===== src/rtl/smg_scan_sched.sv =====
// Time-multiplexed 4-digit display scanner with two requesters arbitrated once per frame.
// Every output is registered and lags the slot/digit counter state by one cycle.
module smg_scan_sched #(
  parameter logic [31:0] TICK_DIV = 32'd12_500,
  parameter logic [31:0] BLANK    = 32'd250
) (
  input  logic        clk_50M,
  input  logic        rst,
  input  logic        req_a,
  input  logic [15:0] data_a,
  input  logic [3:0]  dp_a,
  input  logic        req_b,
  input  logic [15:0] data_b,
  input  logic [3:0]  dp_b,
  input  logic        lz_en,
  output logic        ack_a,
  output logic        ack_b,
  output logic [3:0]  smg_en,
  output logic [3:0]  Q,
  output logic        h,
  output logic        frame_start
);

  typedef enum logic {PTR_A = 1'b0, PTR_B = 1'b1} ptr_e;

  logic [31:0] cnt_q;
  logic [1:0]  dig_q;
  logic [15:0] disp_q;
  logic [3:0]  dp_q;
  ptr_e        ptr_q;
  logic        pend_a_q, pend_b_q, lz_q;
  logic        ack_a_q, ack_b_q, fs_q, h_q;
  logic [3:0]  smg_en_q, q_q;

  logic        slot_end_s, bnd_s, gnt_a_s, gnt_b_s, lz_act_s, hide_s, on_s;
  logic [3:0]  nib_s;

  assign slot_end_s = (cnt_q == TICK_DIV - 32'd1);
  assign bnd_s      = slot_end_s && (dig_q == 2'd3);
  assign gnt_a_s    = bnd_s && req_a && (!req_b || (ptr_q == PTR_A));
  assign gnt_b_s    = bnd_s && req_b && (!req_a || (ptr_q == PTR_B));
  // lz_en is taken live on the first cycle of a slot and held for the rest of it
  assign lz_act_s   = (cnt_q == 32'd0) ? lz_en : lz_q;
  assign nib_s      = disp_q[{dig_q, 2'b00} +: 4];

  // Digit is a leading zero when it and every more significant nibble are zero
  always_comb begin
    hide_s = 1'b0;
    case (dig_q)
      2'd3:    hide_s = (disp_q[15:12] == 4'h0);
      2'd2:    hide_s = (disp_q[15:8] == 8'h00);
      2'd1:    hide_s = (disp_q[15:4] == 12'h000);
      default: hide_s = 1'b0;
    endcase
  end

  assign on_s = (cnt_q >= BLANK) && !(lz_act_s && hide_s);

  // Scan counters, frame-boundary arbitration and registered outputs
  always_ff @(posedge clk_50M) begin
    if (rst) begin
      cnt_q    <= 32'd0;
      dig_q    <= 2'd0;
      disp_q   <= 16'h0000;
      dp_q     <= 4'h0;
      ptr_q    <= PTR_A;
      pend_a_q <= 1'b0;
      pend_b_q <= 1'b0;
      lz_q     <= 1'b0;
      ack_a_q  <= 1'b0;
      ack_b_q  <= 1'b0;
      fs_q     <= 1'b0;
      h_q      <= 1'b0;
      smg_en_q <= 4'h0;
      q_q      <= 4'h0;
    end else begin
      cnt_q <= slot_end_s ? 32'd0 : cnt_q + 32'd1;
      if (slot_end_s) dig_q <= dig_q + 2'd1;
      if (cnt_q == 32'd0) lz_q <= lz_en;

      smg_en_q <= on_s ? (4'b0001 << dig_q) : 4'b0000;
      q_q      <= on_s ? nib_s : 4'h0;
      h_q      <= on_s ? dp_q[dig_q] : 1'b0;
      fs_q     <= (cnt_q == 32'd0) && (dig_q == 2'd0);

      // Grant is latched at the boundary; its ack lands one cycle later with frame_start
      ack_a_q  <= pend_a_q;
      ack_b_q  <= pend_b_q;
      pend_a_q <= gnt_a_s;
      pend_b_q <= gnt_b_s;

      if (gnt_a_s) begin
        disp_q <= data_a;
        dp_q   <= dp_a;
      end else if (gnt_b_s) begin
        disp_q <= data_b;
        dp_q   <= dp_b;
      end
      if (bnd_s && req_a && req_b) ptr_q <= (ptr_q == PTR_A) ? PTR_B : PTR_A;
    end
  end

  assign ack_a       = ack_a_q;
  assign ack_b       = ack_b_q;
  assign smg_en      = smg_en_q;
  assign Q           = q_q;
  assign h           = h_q;
  assign frame_start = fs_q;

endmodule

===== config.mk =====
export PLATFORM = sky130hd
export DESIGN_NAME = smg_scan_sched
export DESIGN_NICKNAME = d
export VERILOG_FILES = /design/src/rtl/smg_scan_sched.sv
export SDC_FILE = /design/constraint.sdc
export NUM_CORES = 1
export LEC_CHECK = 0
export ABC_AREA = 1
export BUFFER_PORTS_ARGS = -buffer_cell sky130_fd_sc_hd__clkbuf_2
export CAP_MARGIN = 20
export CELL_PAD_IN_SITES_DETAIL_PLACEMENT = 1
export CELL_PAD_IN_SITES_GLOBAL_PLACEMENT = 2
export CORE_ASPECT_RATIO = 1.75
export CORE_MARGIN = 10
export CORE_UTILIZATION = 28
export DETAILED_ROUTE_END_ITERATION = 7
export PLACE_DENSITY = 0.73
export SYNTH_ARGS = -nofsm -noshare
export SYNTH_HDL_FRONTEND = slang
export SYNTH_SLANG_ARGS = --single-unit

===== constraint.sdc =====
create_clock -name clk_50M -period 1.65 [get_ports clk_50M]
set_input_delay 0.165 -clock clk_50M [delete_from_list [all_inputs] [get_ports clk_50M]]
set_output_delay 0.165 -clock clk_50M [all_outputs]
set_load 0.01 [all_outputs]

==> reports/metrics.cfg, run 1 <==
[status]
outcome = complete, but fails checks
violations = negative setup slack

[finish]
fin_nets = 793
fin_cells = 919
num_antenna_cells = 0
final_util_pct = 44.8
final_cell_mix = nand2_1 (104), buf_4 (90), inv_1 (89), clkbuf_2 (56), nor2_1 (54)
drive_gt1_share_pct = 43.5
layout_commonest_cell = nand2_1
fillers = 1721
syn2layout_area_growth_pct = 57.2

[timing]
clock_skew_ps = 7.84
timing.final.crit_share_pct = 104
rsz0062_at_grt = true
final_max_slew_viol_count = 0
maxSlewHeadroom_pct = 69.0
hold_ws_ps = 125
final_hold_viol_count = 0
setup-violations-final = 19
setup_tns_ps = -370
fmax_ghz = 0.582
setup_ws_ps = -68.6
finalCriticalPeriod_ps = 1720
worstMarginPinSlew_ps = 465

[critical_path]
path_depth = 11
startpoint = cnt_q[0]$_SDFF_PP0_
cp-end-kind = flip-flop
crit_buf_inv = 2
worst_path_dominant_cell_family = simple AND/OR/NAND/NOR gates
reg2reg_to = dp_q[2]$_SDFFE_PP0P_
startpoint_type = flip-flop
cp-endpoint = dp_q[2]$_SDFFE_PP0P_
reg2reg_slack_ps = -70
critPathArrivalTime_ps = 1960
crit_slowest_cell = dfxtp_4
cp.required_ps = 1890
reg2reg_depth = 11
critPathMaxStageDelay_ps = 370
regToRegStartpoint = cnt_q[0]$_SDFF_PP0_
worstPathMaxFanout = 12
crit_chain = ha_4, nand3_4, nor2_4, nand2_4, nor2_8, nand3_4, clkbuf_16, nand3_1, nand3_1, nand2_1, inv_1
setup.worst_path.class = flip-flop to flip-flop

[grt]
grt-ovfl-total = 0
grt_pass1_wl_um = 23500
grt_pass1_vias = 4704
grt_max_degree = 27
antenna_found_initial = 0
grt_usage_pct = 15.9

[power]
p_leak_nw = 2.97
peakVddDrop_mv = 0.420
power.share.clock_pct = 51.1
cell_internal_pwr_w = 0.00301
power.total_w = 0.00392
p_sw_w = 0.000907
swShare_pct = 23.2
pwr-share-seq_pct = 43.6
p_per_area_mw_per_mm2 = 649
combPwrFrac_pct = 5.4

[floorplanning]
initial_core_util_pct = 28.5
rows = 56
die_h_um = 175
die_w_um = 109
core_mm2 = 0.0135
dieArea_mm2 = 0.0190
ios = 57

[synthesis]
synth.avg_cell_area_um2 = 6.55
synth_top_cells_by_area = dfxtp_1 (37%), nand2_1 (12%), inv_1 (9.4%), nor2_1 (8.3%), nand3_1 (8.2%)
yosys_warnings = 0
netlist.area_leader.share_pct = 36.5
synth-seq-cells = 70
synth-edff-count = 0
synth.yosys.seq_area_share_pct = 36.5
syn_area_mm2 = 0.00384
syn_inst = 586
synth_cell_types = 34
synth_top_area_cell = dfxtp_1
async_reset_ff_share_pct = 0
syn_nets = 639
synth_top_flop_cell = dfxtp_1

[cts]
cts_sinks = 70
cts.clk_slew.worst_paths_ps = 60
cts_made_buffers = 9
cts_root_buf = clkbuf_16
postCtsHoldBufs = 0
htreeDepth = 3
clkLatencyLatePin_ps = 340
cts_tree = yes
cts_max_path_buffers = 2

[placed_design]
gp_congestion = 0.859
dp.cells = 893
io_buffer_count = 56
dpl.hpwl_um = 12000

[route]
firstDrtPassIters = 4
post_drt_via_cell_ratio = 4.78
wl_per_cell_um = 16.8
first_iter_violations = 102
vias = 4394
antenna_left = 0
drc_errors = 0
postRouteWirelength_um = 15500

[flow_run]
cap_viol_max_count = 0

[hold_path]
hold_class = input pin to flip-flop

layer usage:
metal | GRT usage, % | part of all wire [%] | vias to the layer above
met5 | 0 | 0 | -
met4 | 5.74 | 2.4 | 0
met3 | 2.80 | 2.7 | 22
met2 | 33.1 | 62 | 73
met1 | 14.1 | 33 | 2127
li1 | - | - | 2172
synth_stat cells, types with 2 or more instances:
cell type and number:
o21ai_0 21, xnor2_1 7, dfxtp_1 70, xor2_1 6
nand3_2 3, nand2_2 2, buf_2 7, ha_1 8
nor4_1 7, or2_2 3, a21oi_1 14, nor3_1 14
nand4_1 24, nor3b_1 5, nor2_2 4, nand2_1 123
clkinv_1 2, nor2_1 85, clkbuf_1 7, o22ai_1 3
nand3_1 63, inv_1 96
kinds of logic after synthesis:
group / share of synthesized area [%]
and+or+nand+nor: 40.2
adders and majority gates: 2.61
AOI/OAI and AO/OA: 6.03
xor gates and xnor gates: 2.97
buffers and inverters: 11.7
DFF: 36.5
flip-flops by register name (all words and copies together), names as in the netlist:
| signal | cells |
|---|---|
| ptr_q | 1 |
| disp_q | 16 |
| h | 1 |
| cnt_q | 32 |
| ack_b | 1 |
| ack_a | 1 |
| dp_q | 4 |
| smg_en | 4 |
| pend_b_q | 1 |
| pend_a_q | 1 |
| lz_q | 1 |
| dig_q | 2 |
| Q | 4 |
| frame_start | 1 |
worst min path at each step:
stage / startpoint / end / slack [ps] / cells after the start
after global placement: pend_a_q$_SDFF_PP0_ / ack_a$_SDFF_PP0_ / 420 / 2
after floorplan: req_a / pend_a_q$_SDFF_PP0_ / 320 / 2
final: data_a[2] / disp_q[2]$_SDFFE_PP0P_ / 120 / 5
after CTS: data_a[2] / disp_q[2]$_SDFFE_PP0P_ / 120 / 5
after detailed placement: pend_a_q$_SDFF_PP0_ / ack_a$_SDFF_PP0_ / 410 / 2
after global routing: data_a[12] / disp_q[12]$_SDFFE_PP0P_ / 150 / 5
final cells by class:
class | count | area (um2) | share of cell area, %
multi-input cells | 401 | 2530 | 41.9
flip-flops and latches | 70 | 1440 | 23.9
repair buffers | 159 | 1170 | 19.5
inverters | 99 | 372 | 6.16
clock buffers | 11 | 243 | 4.02
well taps | 174 | 218 | 3.61
clock inverters | 5 | 58.8 | 0.975
what timing repair did:
action	4_1_cts	5_1_grt
pin swaps	11	42
setup endpoints to repair	52	54
gates resized for setup	34	135
cloned	0	2
buffers inserted	6	2
worst reg2reg max path: stages, from the launching register on:
cell,delay (ps)
dfxtp_4,370
ha_4,160
nand3_4,90
nor2_4,110
nand2_4,70
nor2_8,150
nand3_4,150
clkbuf_16,230
nand3_1,90
nand3_1,90
nand2_1,70
inv_1,40
through the flow:
stage                     area (um2)  setup WS [ps]
after floorplan                 3870           8.02
after global placement          5030           -209
after detailed placement        5030           -338
after CTS                       5490           -110
after global routing            6030           -162
final                           6030          -68.6
power groups by stage:
stage | logic [W] | registers [W] | clock network, W
3_3_place_gp | 0.000175 | 0.00175 | 0
2_1_floorplan | 0.0000626 | 0.00175 | 0
5_1_grt | 0.000234 | 0.00171 | 0.00211
6_report | 0.000210 | 0.00171 | 0.00200
4_1_cts | 0.000200 | 0.00171 | 0.00204
3_5_place_dp | 0.000182 | 0.00175 | 0
Note: power is estimated with default switching activity, not from simulation.
==> run 2: changes to the inputs <==
--- a/config.mk
+++ b/config.mk
@@ -5,16 +5,15 @@
 export SDC_FILE = /design/constraint.sdc
 export NUM_CORES = 1
 export LEC_CHECK = 0
-export ABC_AREA = 1
 export BUFFER_PORTS_ARGS = -buffer_cell sky130_fd_sc_hd__clkbuf_2
 export CAP_MARGIN = 20
 export CELL_PAD_IN_SITES_DETAIL_PLACEMENT = 1
 export CELL_PAD_IN_SITES_GLOBAL_PLACEMENT = 2
 export CORE_ASPECT_RATIO = 1.75
 export CORE_MARGIN = 10
-export CORE_UTILIZATION = 28
+export CORE_UTILIZATION = 34
 export DETAILED_ROUTE_END_ITERATION = 7
-export PLACE_DENSITY = 0.73
+export PLACE_DENSITY = 0.75
 export SYNTH_ARGS = -nofsm -noshare
 export SYNTH_HDL_FRONTEND = slang
 export SYNTH_SLANG_ARGS = --single-unit
==> constraint.sdc (replaced) <==
create_clock -name clk_50M -period 1.8 [get_ports clk_50M]
set_input_delay 0.18 -clock clk_50M [delete_from_list [all_inputs] [get_ports clk_50M]]
set_output_delay 0.18 -clock clk_50M [all_outputs]
set_load 0.01 [all_outputs]
==> run 2 against run 1 <==
The run now ends clean. Worst setup slack gained 75 ps. Sequential share of layout area increased by 6.4 points. Synthesized cell count fell by 44%. Die area decreased by 27%. Total power down 1.9%. First-iteration DRC count down 17%. Critical path type unchanged. Maximum frequency decreased by 4.2%. Sequential cell count stayed put.
==> reports/metrics.cfg, run 2 <==
[status]
outcome = finished clean

[power]
cell_internal_pwr_w = 0.00309  ; +2.5%
pwr-share-seq_pct = 40.8  ; -2.8 points
p_per_area_mw_per_mm2 = 823  ; +27%
combPwrFrac_pct = 4.8  ; -0.6 points
p_leak_nw = 1.76  ; -41%
p_sw_w = 0.000757  ; -16%
swShare_pct = 19.7  ; -3.4 points
power.share.clock_pct = 54.3  ; +3.2 points
peakVddDrop_mv = 0.921  ; +120%

[timing]
maxSlewHeadroom_pct = 75.8  ; +6.8 points
rsz0062_at_grt = true
setup-violations-final = 0  ; -19
timing.final.crit_share_pct = 99.6  ; -4.5 points
worstMarginPinSlew_ps = 361  ; -104 ps
clock_skew_ps = 6.36  ; -1.49 ps
finalCriticalPeriod_ps = 1790  ; +74.8 ps
fmax_ghz = 0.558  ; -4.2%
setup_tns_ps = 0  ; +370 ps
final_hold_viol_count = 0  ; unchanged
final_max_slew_viol_count = 0  ; unchanged
setup_ws_ps = 6.59  ; +75.2 ps

[route]
m1WireLength_um = 3500  ; -32%
postRouteWirelength_um = 10000  ; -35%
drc_errors = 0  ; unchanged
post_drt_via_cell_ratio = 5.16  ; +7.9%
wl_per_cell_um = 18.1  ; +7.6%
antenna_left = 0  ; unchanged
vias = 2857  ; -35%
wl_met3_um = 355  ; -14%
firstDrtPassIters = 4  ; unchanged
topRoutingLayerUsed = met4
wl_met2_um = 5870  ; -38%
first_iter_violations = 85  ; -17%

[finish]
fin_nets = 482  ; -39%
fillers = 1009  ; -41%
syn2layout_area_growth_pct = 45.6
largest_register = cnt_q
num_antenna_cells = 0  ; unchanged
largest_register_ffs = 32  ; unchanged
fin_cells = 554  ; -40%
final_util_pct = 51.0  ; +6.2 points
layout_commonest_cell = dfxtp_1
drive_gt1_share_pct = 44.9  ; +1.4 points
final_cell_mix = dfxtp_1 (59), clkbuf_2 (56), buf_4 (43), xnor2_1 (26), nor2_1 (23)
largestRegisters = cnt_q: 32 flops, disp_q: 16 flops

[critical_path]
cp.required_ps = 2020  ; +130 ps
critPathArrivalTime_ps = 2020  ; +60 ps
worstPathMaxFanout = 8  ; -4
setup.worst_path.class = flip-flop to flip-flop
startpoint_type = flip-flop
cp-end-kind = flip-flop

[synthesis]
synth.avg_cell_area_um2 = 9.74  ; +49%
synth_cell_types = 44  ; +29%
async_reset_ff_share_pct = 0  ; unchanged
synth.yosys.seq_area_share_pct = 43.7  ; +7.2 points
syn_nets = 382  ; -40%
synth_top_flop_cell = dfxtp_1
synth_common_cells = dfxtp_1 (70), nor2_1 (45), xnor2_1 (27), a22oi_1 (20), o2bb2ai_1 (20)
synth-edff-count = 0  ; unchanged
synth_top_cells_by_area = dfxtp_1 (44%), xnor2_1 (7.4%), o2bb2ai_1 (5.5%), nor2_1 (5.3%), a22oi_1 (4.7%)
syn_area_mm2 = 0.00321  ; -16%
yosysMostFrequentCell = dfxtp_1
syn_inst = 329  ; -44%
yosys_warnings = 0  ; unchanged
netlist.area_leader.share_pct = 43.7  ; +7.2 points
synth_top_area_cell = dfxtp_1
synth-seq-cells = 70  ; unchanged

[cts]
cts_sinks = 70  ; unchanged
cts_tree = yes
cts_max_path_buffers = 2  ; unchanged
cts_setup_buffers = 0  ; -6
cts_root_buf = clkbuf_16
htreeDepth = 3  ; unchanged
cts.clk_slew.worst_paths_ps = 50  ; about the same
clkLatencyLatePin_ps = 330  ; about the same
cts_made_buffers = 9  ; unchanged

[grt]
grt_usage_pct = 14.2  ; -1.7 points
grt_max_degree = 33  ; +22%
antenna_found_initial = 0  ; unchanged
grt_pass1_vias = 3246  ; -31%
grt_pass1_wl_um = 15600  ; -34%
grt-ovfl-total = 0  ; unchanged

[placed_design]
dpl.hpwl_um = 6890  ; -42%
io_buffer_count = 56  ; unchanged
gp_congestion = 0.821  ; -4.4%
post-place-ws_ps = -230  ; +107 ps
dp.cells = 536  ; -40%

[floorplanning]
die_h_um = 148  ; -15%
core_mm2 = 0.00915  ; -32%
initial_core_util_pct = 35.0  ; +6.5 points
rows = 46  ; -18%
dieArea_mm2 = 0.0139  ; -27%
ios = 57  ; unchanged
die_w_um = 93.4  ; -14%

[hold_path]
hold_class = input pin to flip-flop

[flow_run]
cap_viol_max_count = 0  ; unchanged

run 2: worst paths after layout:
path,slack [ps],cells after the start,startpoint,end
setup reg to reg,7,7,cnt_q[17]$_SDFF_PP0_,cnt_q[27]$_SDFF_PP0_
setup / recovery,7,7,cnt_q[17]$_SDFF_PP0_,cnt_q[27]$_SDFF_PP0_
hold / removal,110,3,lz_en,lz_q$_SDFF_PP0_
hold reg to reg,440,1,pend_a_q$_SDFF_PP0_,ack_a$_SDFF_PP0_
run 2: repair_timing:
action	4_1_cts	5_1_grt
resized for setup	15	57
pin swaps	6	16
cloned	0	3
hold buffers	0	0
endpoints found under the setup margin	65	67
run 2: metrics by stage:
stage	instance area [um2]	total power (W)	hold slack, ps
final	4670	0.00384	107
after global routing	4670	0.00397	132
after CTS	4400	0.00386	101
after detailed placement	3960	0.00174	435
after global placement	3960	0.00174	420
after floorplan	3240	0.00165	327
run 2: cells by family (layout without fill, tap and decap cells):
group	after synthesis	count (layout)	share of synthesized area, %
DFF	70	70	43.7
xor gates and xnor gates	32	32	8.74
adders and majority gates	8	8	3.12
AOI/OAI and AO/OA	48	48	11.8
muxes	7	7	4.14
buffers and inverters	33	138	5.23
and+or+nand+nor	131	131	23.2
run 2: area by class of cell:
class / count / area (um2) / area share, %
well taps: 120 / 150 / 3.22
inverters: 14 / 55.1 / 1.18
flip-flops and latches: 70 / 1420 / 30.3
clock inverters: 5 / 105 / 2.25
repair buffers: 108 / 767 / 16.4
clock buffers: 11 / 253 / 5.41
multi-input cells: 226 / 1920 / 41.2
run 2: power groups by stage:
stage / Clock, W / Combinational (W) / Sequential, W
floorplan: 0 / 0.0000508 / 0.00160
global placement: 0 / 0.000138 / 0.00160
detailed placement: 0 / 0.000142 / 0.00160
CTS: 0.00214 / 0.000150 / 0.00157
global route: 0.00220 / 0.000203 / 0.00157
finish: 0.00209 / 0.000185 / 0.00157
run 2: routing by layer:
layer	global-route usage, %	vias up
li1	-	1368
met4	6.90	0
met3	3.53	21
met5	0	-
met1	13.2	1408
met2	27.3	60
run 2: worst max-delay path, stage by stage (launching register included):
cell	delay, ps
dfxtp_2	330
nor4_4	290
buf_4	160
nand4_1	190
nor3_4	220
or2_4	230
clkbuf_16	210
nor2_2	50
